<file path="config.mk">
export PLATFORM = sky130hd
export DESIGN_NAME = note_phase_gen
export DESIGN_NICKNAME = d
export VERILOG_FILES = /design/src/rtl/note_phase_gen.sv
export SDC_FILE = /design/constraint.sdc
export NUM_CORES = 1
export LEC_CHECK = 0
export CORE_ASPECT_RATIO = 0.5
export CORE_UTILIZATION = 35
export CTS_BUF_LIST = sky130_fd_sc_hd__clkbuf_8
export DETAILED_ROUTE_END_ITERATION = 8
export PLACE_DENSITY = 0.64
export SLEW_MARGIN = 20
export SYNTH_ARGS = -nofsm -noshare
export SYNTH_HDL_FRONTEND = slang
export SYNTH_SLANG_ARGS = --single-unit
</file>
<file path="constraint.sdc">
create_clock -name clk -period 4.6 [get_ports clk]
set_input_delay 1.15 -clock clk [delete_from_list [all_inputs] [get_ports clk]]
set_output_delay 1.15 -clock clk [all_outputs]
set_load 0.02 [all_outputs]
</file>
<file path="src/rtl/note_phase_gen.sv">
// Key-select DDS phase source: syncs 8 piano keys, picks the lowest held key and steps a
// 24-bit phase accumulator once per DIV clocks. Optional harmonics: `define NOTE_PHASE_HARMONIC_EN.
module note_phase_gen #(
  parameter int CLK_HZ = 12_000_000,
  parameter int DIV    = 256,
  parameter int ACC_W  = 24
) (
  input  logic       clk,
  input  logic       rst_n,
  input  logic [7:0] key_n,
  output logic [7:0] phase,
  output logic       sample_stb,
  output logic       gate,
  output logic [7:0] phase_h2,
  output logic [7:0] phase_h3
);

  localparam int CNT_W = $clog2(DIV);

  // The tuning ROM holds constants for one sample rate only.
  if (CLK_HZ / DIV != 46875) begin : g_bad_rate
    $error("note_phase_gen: tuning ROM assumes fs = 46875 Hz");
  end

  logic [7:0]       key_meta_r;
  logic [7:0]       key_s;
  logic [2:0]       sel_s;
  logic             any_s;
  logic [2:0]       note_sel_r;
  logic             key_any_r;
  logic [CNT_W-1:0] cnt_r;
  logic             tick_s;
  logic [ACC_W-1:0] tw_s;
  logic [ACC_W-1:0] acc_r;
  logic             gate_r;
  logic             stb_r;

  function automatic logic [ACC_W-1:0] tw_lookup(input logic [2:0] sel);
    logic [ACC_W-1:0] tw;
    case (sel)
      3'd0:    tw = ACC_W'(24'd93640);
      3'd1:    tw = ACC_W'(24'd105105);
      3'd2:    tw = ACC_W'(24'd117979);
      3'd3:    tw = ACC_W'(24'd124994);
      3'd4:    tw = ACC_W'(24'd140302);
      3'd5:    tw = ACC_W'(24'd157482);
      3'd6:    tw = ACC_W'(24'd176767);
      3'd7:    tw = ACC_W'(24'd187278);
      default: tw = ACC_W'(24'd0);
    endcase
    return tw;
  endfunction

  // Two-flop synchroniser, stored active-high so that the reset value means "no key".
  always_ff @(posedge clk or negedge rst_n) begin
    if (!rst_n) begin
      key_meta_r <= 8'h00;
      key_s      <= 8'h00;
    end else begin
      key_meta_r <= ~key_n;
      key_s      <= key_meta_r;
    end
  end

  // Priority encoder: lowest held key index wins.
  always_comb begin
    sel_s = 3'd0;
    any_s = 1'b1;
    casez (key_s)
      8'b???????1: sel_s = 3'd0;
      8'b??????10: sel_s = 3'd1;
      8'b?????100: sel_s = 3'd2;
      8'b????1000: sel_s = 3'd3;
      8'b???10000: sel_s = 3'd4;
      8'b??100000: sel_s = 3'd5;
      8'b?1000000: sel_s = 3'd6;
      8'b10000000: sel_s = 3'd7;
      default: begin
        sel_s = 3'd0;
        any_s = 1'b0;
      end
    endcase
  end

  // Registered note selection.
  always_ff @(posedge clk or negedge rst_n) begin
    if (!rst_n) begin
      note_sel_r <= 3'd0;
      key_any_r  <= 1'b0;
    end else begin
      note_sel_r <= sel_s;
      key_any_r  <= any_s;
    end
  end

  // Sample-rate divider.
  always_ff @(posedge clk or negedge rst_n) begin
    if (!rst_n) begin
      cnt_r <= {CNT_W{1'b0}};
    end else if (tick_s) begin
      cnt_r <= {CNT_W{1'b0}};
    end else begin
      cnt_r <= cnt_r + CNT_W'(1);
    end
  end

  assign tick_s = (cnt_r == CNT_W'(DIV - 1));
  assign tw_s   = tw_lookup(note_sel_r);

  // Fundamental accumulator; carry out is dropped so the phase wraps naturally.
  always_ff @(posedge clk or negedge rst_n) begin
    if (!rst_n) begin
      acc_r  <= {ACC_W{1'b0}};
      gate_r <= 1'b0;
      stb_r  <= 1'b0;
    end else if (tick_s) begin
      stb_r <= 1'b1;
      if (key_any_r) begin
        acc_r  <= acc_r + tw_s;
        gate_r <= 1'b1;
      end else begin
        acc_r  <= {ACC_W{1'b0}};
        gate_r <= 1'b0;
      end
    end else begin
      stb_r <= 1'b0;
    end
  end

  assign phase      = acc_r[ACC_W-1 -: 8];
  assign gate       = gate_r;
  assign sample_stb = stb_r;

`ifdef NOTE_PHASE_HARMONIC_EN
  logic [ACC_W-1:0] tw2_s;
  logic [ACC_W-1:0] tw3_s;
  logic [ACC_W-1:0] acc2_r;
  logic [ACC_W-1:0] acc3_r;

  assign tw2_s = {tw_s[ACC_W-2:0], 1'b0};
  assign tw3_s = tw_s + tw2_s;

  // Harmonic accumulators track the fundamental tick for tick and clear with it.
  always_ff @(posedge clk or negedge rst_n) begin
    if (!rst_n) begin
      acc2_r <= {ACC_W{1'b0}};
      acc3_r <= {ACC_W{1'b0}};
    end else if (tick_s && key_any_r) begin
      acc2_r <= acc2_r + tw2_s;
      acc3_r <= acc3_r + tw3_s;
    end else if (tick_s) begin
      acc2_r <= {ACC_W{1'b0}};
      acc3_r <= {ACC_W{1'b0}};
    end else begin
      acc2_r <= acc2_r;
      acc3_r <= acc3_r;
    end
  end

  assign phase_h2 = acc2_r[ACC_W-1 -: 8];
  assign phase_h3 = acc3_r[ACC_W-1 -: 8];
`else
  assign phase_h2 = 8'h00;
  assign phase_h3 = 8'h00;
`endif

endmodule
</file>
Word-level counts from Yosys, hierarchy flattened:

Memory sizes are Yosys's and may differ from the RTL's.
Cells that the tools add are included.

* memories: 1
* bits in read-only memories: 144
* logic and storage cells: 27
* input bits: 10
* output and inout port bits: 26
* bits in registers: 54

* bitwise logic cells: 1
* add/subtract/negate cells: 2
* muxes and demuxes: 6
* reductions and logical operators: 1
* equal/unequal tests: 8

Memories
* (no name shown): words 8, width 18, read ports 1, clocked after memory_dff 0, write ports 0, line 40 `case (sel)`

Operators with widths (number)
* 24-bit adder: 1
* 24-bit 2-to-1 mux: 1
* 3-bit one-hot mux with 7 select lines: 1
* 8-bit equality test, second input constant: 2
* 8-bit by 1-bit adder with 8-bit output, second input constant: 1
* 8-bit 2-to-1 mux: 1
* 8-bit NOT: 1
* 8-bit OR reduction: 1
* 7-bit equality test, second input constant: 1
* 6-bit equality test, second input constant: 1
* 5-bit equality test, second input constant: 1
* 4-bit equality test, second input constant: 1
* 3-bit equality test, second input constant: 1
* 1-bit 2-to-1 mux: 3
* 2-bit equality test, second input constant: 1

Logic depth before layout (Yosys ltp):

* depth after elaboration: 3
* depth in mapped cells: 13
* depth with buffers taken out: 13

Worst setup path after synthesis:

Ideal clock, no wire load.

* path kind: reg2reg
* start: register note_sel_r[0]
* end: register acc_r[22]
* clock period less this slack: 3081 ps
* library setup time: 80 ps
* buffers on the path: 0
* arrival time: 3001 ps
* cell stages (with the launch flop): 14
* required time: 4520 ps
* setup slack: 1519 ps
* cell sequence: dfrtp_1 inv_1 ha_1 inv_1 o21ai_0 ha_1 inv_1 fa_1 and2b_2 o2111ai_4 a211oi_4 o2111ai_4 a2111o_1 o211ai_2

* longest elaborated chain between the ends: 3

RTL lines
* from (decl): line 29 `logic [2:0] note_sel_r;`
* from (signal assigned): line 91 `note_sel_r <= sel_s;`
* memory read 8 x 18 bit
* 24-bit adder: line 119 `acc_r <= acc_r + tw_s;`
* 24-bit 2-to-1 mux: line 118 `if (key_any_r) begin`
* to (signal assigned): line 113 `acc_r <= {ACC_W{1'b0}};`
* to (signal assigned): line 119
* to (signal assigned): line 122 `acc_r <= {ACC_W{1'b0}};`
* to (decl): line 34 `logic [ACC_W-1:0] acc_r;`

No other way between the ends.
A chain may end at the register's enable or synchronous reset.

Worst setup path in the final report:

Ends and elaborated chain as after synthesis.

==> results.cfg <==
[outcome]
outcome = complete, no violations

[setup_path]
crit_path_end_kind = flop
worstPathArrival_ns = 3.68
worstPathRequired_ns = 4.85
critical_path_class = reg2reg
startpoint_type = flop
cp_max_fo = 7

[yosys]
synth_enable_flop_cells = 0
synth_warnings = 0
synthDistinctLibCells = 58
synth-seq-cells = 54
synthCells = 377
synth_ff_type = dfrtp_1
synth_top_area_share_pct = 38.7
synth-async-reset-ratio_pct = 100
synth_top_cell_by_area = dfrtp_1
syn_area_um2 = 3490
syn_area_per_cell_um2 = 9.26
synth_area_leaders = dfrtp_1, ha_1, buf_4, nand2_1, o21ai_0
ys_seq_area_share_pct = 38.7

[timing]
maxSlewViolCount = 0
setup_viol_count_final = 0
hold_viol = 0
fmax_ghz = 0.292
holdWs_ns = 0.358
period_minus_slack_ns = 3.43
tns_ns = 0
slew_headroom_pct = 39.5
timing.final.crit_share_pct = 74.5
grt_setup_unrepaired = no
finClkSkew_ns = 0.00784
tightest_slew_ns = 0.901

[final_layout]
layout.nets = 422
nFillCells = 963
syn2layout_area_growth_pct = 8.35
final_area_um2 = 3780
drive_above_1_share_pct = 6.74
antenna_cells = 0
finalNonFillerCells = 521

[cts]
clk_pin_slew_worst_paths_ns = 0.11
cts_root_buffer = clkbuf_8
postCtsHoldBufs = 0
h-tree-depth = 2
clk_latency_ns = 0.32
cts_tree = yes
cts_buffers = 5
cts_sinks = 54
cts_resized = 0
post_cts_buffers = 0
clk_path_buf_depth = 2

[min_path]
worstHoldPathType = reg2reg

[placement]
hpwl_um = 5300
dp_cells = 513
routabilityCongestion = 0.866
dpl_cell_area_um2 = 3690
portBuffers = 19

[drt]
ant_nets = 0
drt-wirelength-per-cell_um = 13.8
vias = 2656
wl_um = 7190
first_pass_iters = 4
drc = 0
viasPerCell = 5.10
first_iter_violations = 142

[global_route]
top_usage_layer = met2
grt_util_met1_pct = 21.2
grt_max_degree = 33
grt_pass1_vias = 2504
antenna_found_initial = 0
grt-ovfl-total = 0
grtUsageMet3_pct = 2.10
grt_pass1_wl_um = 12100
grt_use_total_pct = 15.0
use_met2_pct = 23.7

[job]
max_cap_violations = 0

[pwr]
combPwrFrac_pct = 11.1
ir_worst_vdd_v = 0.000130
power_switching_uw = 252
p_clk_share_pct = 33.3
internal_power_uw = 627
switching_share_pct = 28.7
p_leak_uw = 0.00175
p_seq_share_pct = 55.7
power_density_nw_per_um2 = 232
total_power_uw = 879

[floorplan]
die_area_um2 = 10400
die_y_um = 72.6
rows = 25
die_x_um = 143
core-area_um2 = 9570
ios = 36
start_util_pct = 36.5
## synthesized netlist by cell type, types with 3 or more instances
master,number
xnor2_1,8
o31ai_1,4
a21o_1,9
or3_1,3
clkbuf_1,7
buf_4,25
nand2b_1,3
dfrtp_1,54
o21a_1,7
buf_2,3
and4_1,3
nand3_1,10
nor2b_1,3
nand4_1,4
nor3b_1,3
nand2_1,49
nor2_1,16
a21oi_1,20
inv_1,24
and2_1,3
o21ai_0,28
and3_1,5
nor3_1,8
xor2_1,5
ha_1,26
## power by group through the flow
stage	Clock [µW]	Combinational, µW	Sequential [µW]
after floorplan	0	76.6	497
after global placement	0	96.2	498
after detailed placement	0	97.2	499
after CTS	304	97.4	489
after global routing	326	109	491
final	292	97.3	489
## state kept, by name, indices dropped and copies added (netlist names)
| signal | cells |
|---|---|
| acc_r | 24 |
| cnt_r | 8 |
| gate | 1 |
| key_any_r | 1 |
| key_meta_r | 8 |
| key_s | 8 |
| note_sel_r | 3 |
| sample_stb | 1 |
## final cells by class
cell class / count / area [µm²] / share of cell area (%)
Clock inverter: 3 / 26.3 / 0.694
Inverter: 25 / 93.8 / 2.48
Clock buffer: 5 / 68.8 / 1.82
Multi-Input combinational cell: 278 / 1870 / 49.5
Timing Repair Buffer: 21 / 200 / 5.29
Sequential cell: 54 / 1350 / 35.7
Tap cell: 135 / 169 / 4.46
## path summary, 6_finish.rpt
kind                                              start                     to  slack (ns)  depth (start not counted)
min in group asynchronous                         rst_n   acc_r[2]$_DFFE_PN0P_        0.81                          1
max in group asynchronous                         rst_n  acc_r[19]$_DFFE_PN0P_        2.98                          2
worst min-delay path            key_meta_r[1]$_DFF_PN0_     key_s[1]$_DFF_PN0_        0.36                          0
worst max register to register  note_sel_r[0]$_DFF_PN0_  acc_r[22]$_DFFE_PN0P_        1.17                         13
worst max-delay path            note_sel_r[0]$_DFF_PN0_  acc_r[22]$_DFFE_PN0P_        1.17                         13
worst min register to register  key_meta_r[1]$_DFF_PN0_     key_s[1]$_DFF_PN0_        0.36                          0
## metal layers
| layer | part of all wire, % | vias to the layer above | wire, µm |
|---|---|---|---|
| met5 | 0 | - | 0 |
| met4 | 1.4 | 0 | 99 |
| met3 | 4.4 | 12 | 319 |
| met2 | 45 | 70 | 3250 |
| met1 | 49 | 1264 | 3530 |
| li1 | - | 1310 | - |
## cell usage in the layout (no fill, tap or decap), drive strengths merged, types with 2 or more instances in the layout
master,synthesis,final
a2111o,2,2
a211oi,3,3
a21o,9,9
a21oi,22,22
a221o,2,2
a31oi,2,2
a32o,2,2
a41o,2,2
and2,3,3
and2b,2,2
and3,5,5
and4,3,3
buf,28,3
clkbuf,7,5
clkdlybuf4s50,0,18
conb,1,16
dfrtp,54,54
ha,26,26
inv,25,27
nand2,49,49
nand2b,3,3
nand3,12,12
nand4,4,4
nor2,17,17
nor2b,3,3
nor3,8,8
nor3b,3,3
nor4,3,3
nor4b,2,2
o2111ai,3,3
o211ai,4,4
o21a,7,7
o21ai,28,28
o31ai,4,4
o41ai,3,3
or3,3,3
xnor2,8,8
xor2,5,5
## cell families (layout without fill, tap and decap cells)
logic type | Yosys count | count (layout) | synth area share [%]
compound gates | 100 | 100 | 21.1
xor+xnor | 13 | 13 | 3.26
fa+ha+maj | 27 | 27 | 9.89
buf+inv | 60 | 54 | 9.24
flops | 54 | 54 | 38.7
mux | 1 | 1 | 0.287
other cells | 1 | 16 | 0.107
simple gates | 121 | 121 | 17.4
## critical path: stages, from the launching register on
cell and delay [ns]:
dfrtp_1 0.48, inv_1 0.13, ha_1 0.33, inv_1 0.06, o21ai_0 0.23, ha_1 0.23
inv_1 0.06, fa_1 0.37, and2b_2 0.27, o2111ai_4 0.15, a211oi_4 0.38, o2111ai_4 0.19
a2111o_1 0.43, o211ai_2 0.07
## through the flow
| stage | utilization [%] | setup slack, ns |
|---|---|---|
| floorplan | - | 1.52 |
| global placement | 38.5 | 1.35 |
| detailed placement | 38.5 | 1.21 |
| CTS | 39.5 | 1.17 |
| global route | 39.5 | 0.946 |
| finish | 39.5 | 1.17 |
Power figures use the tool's default switching activity.
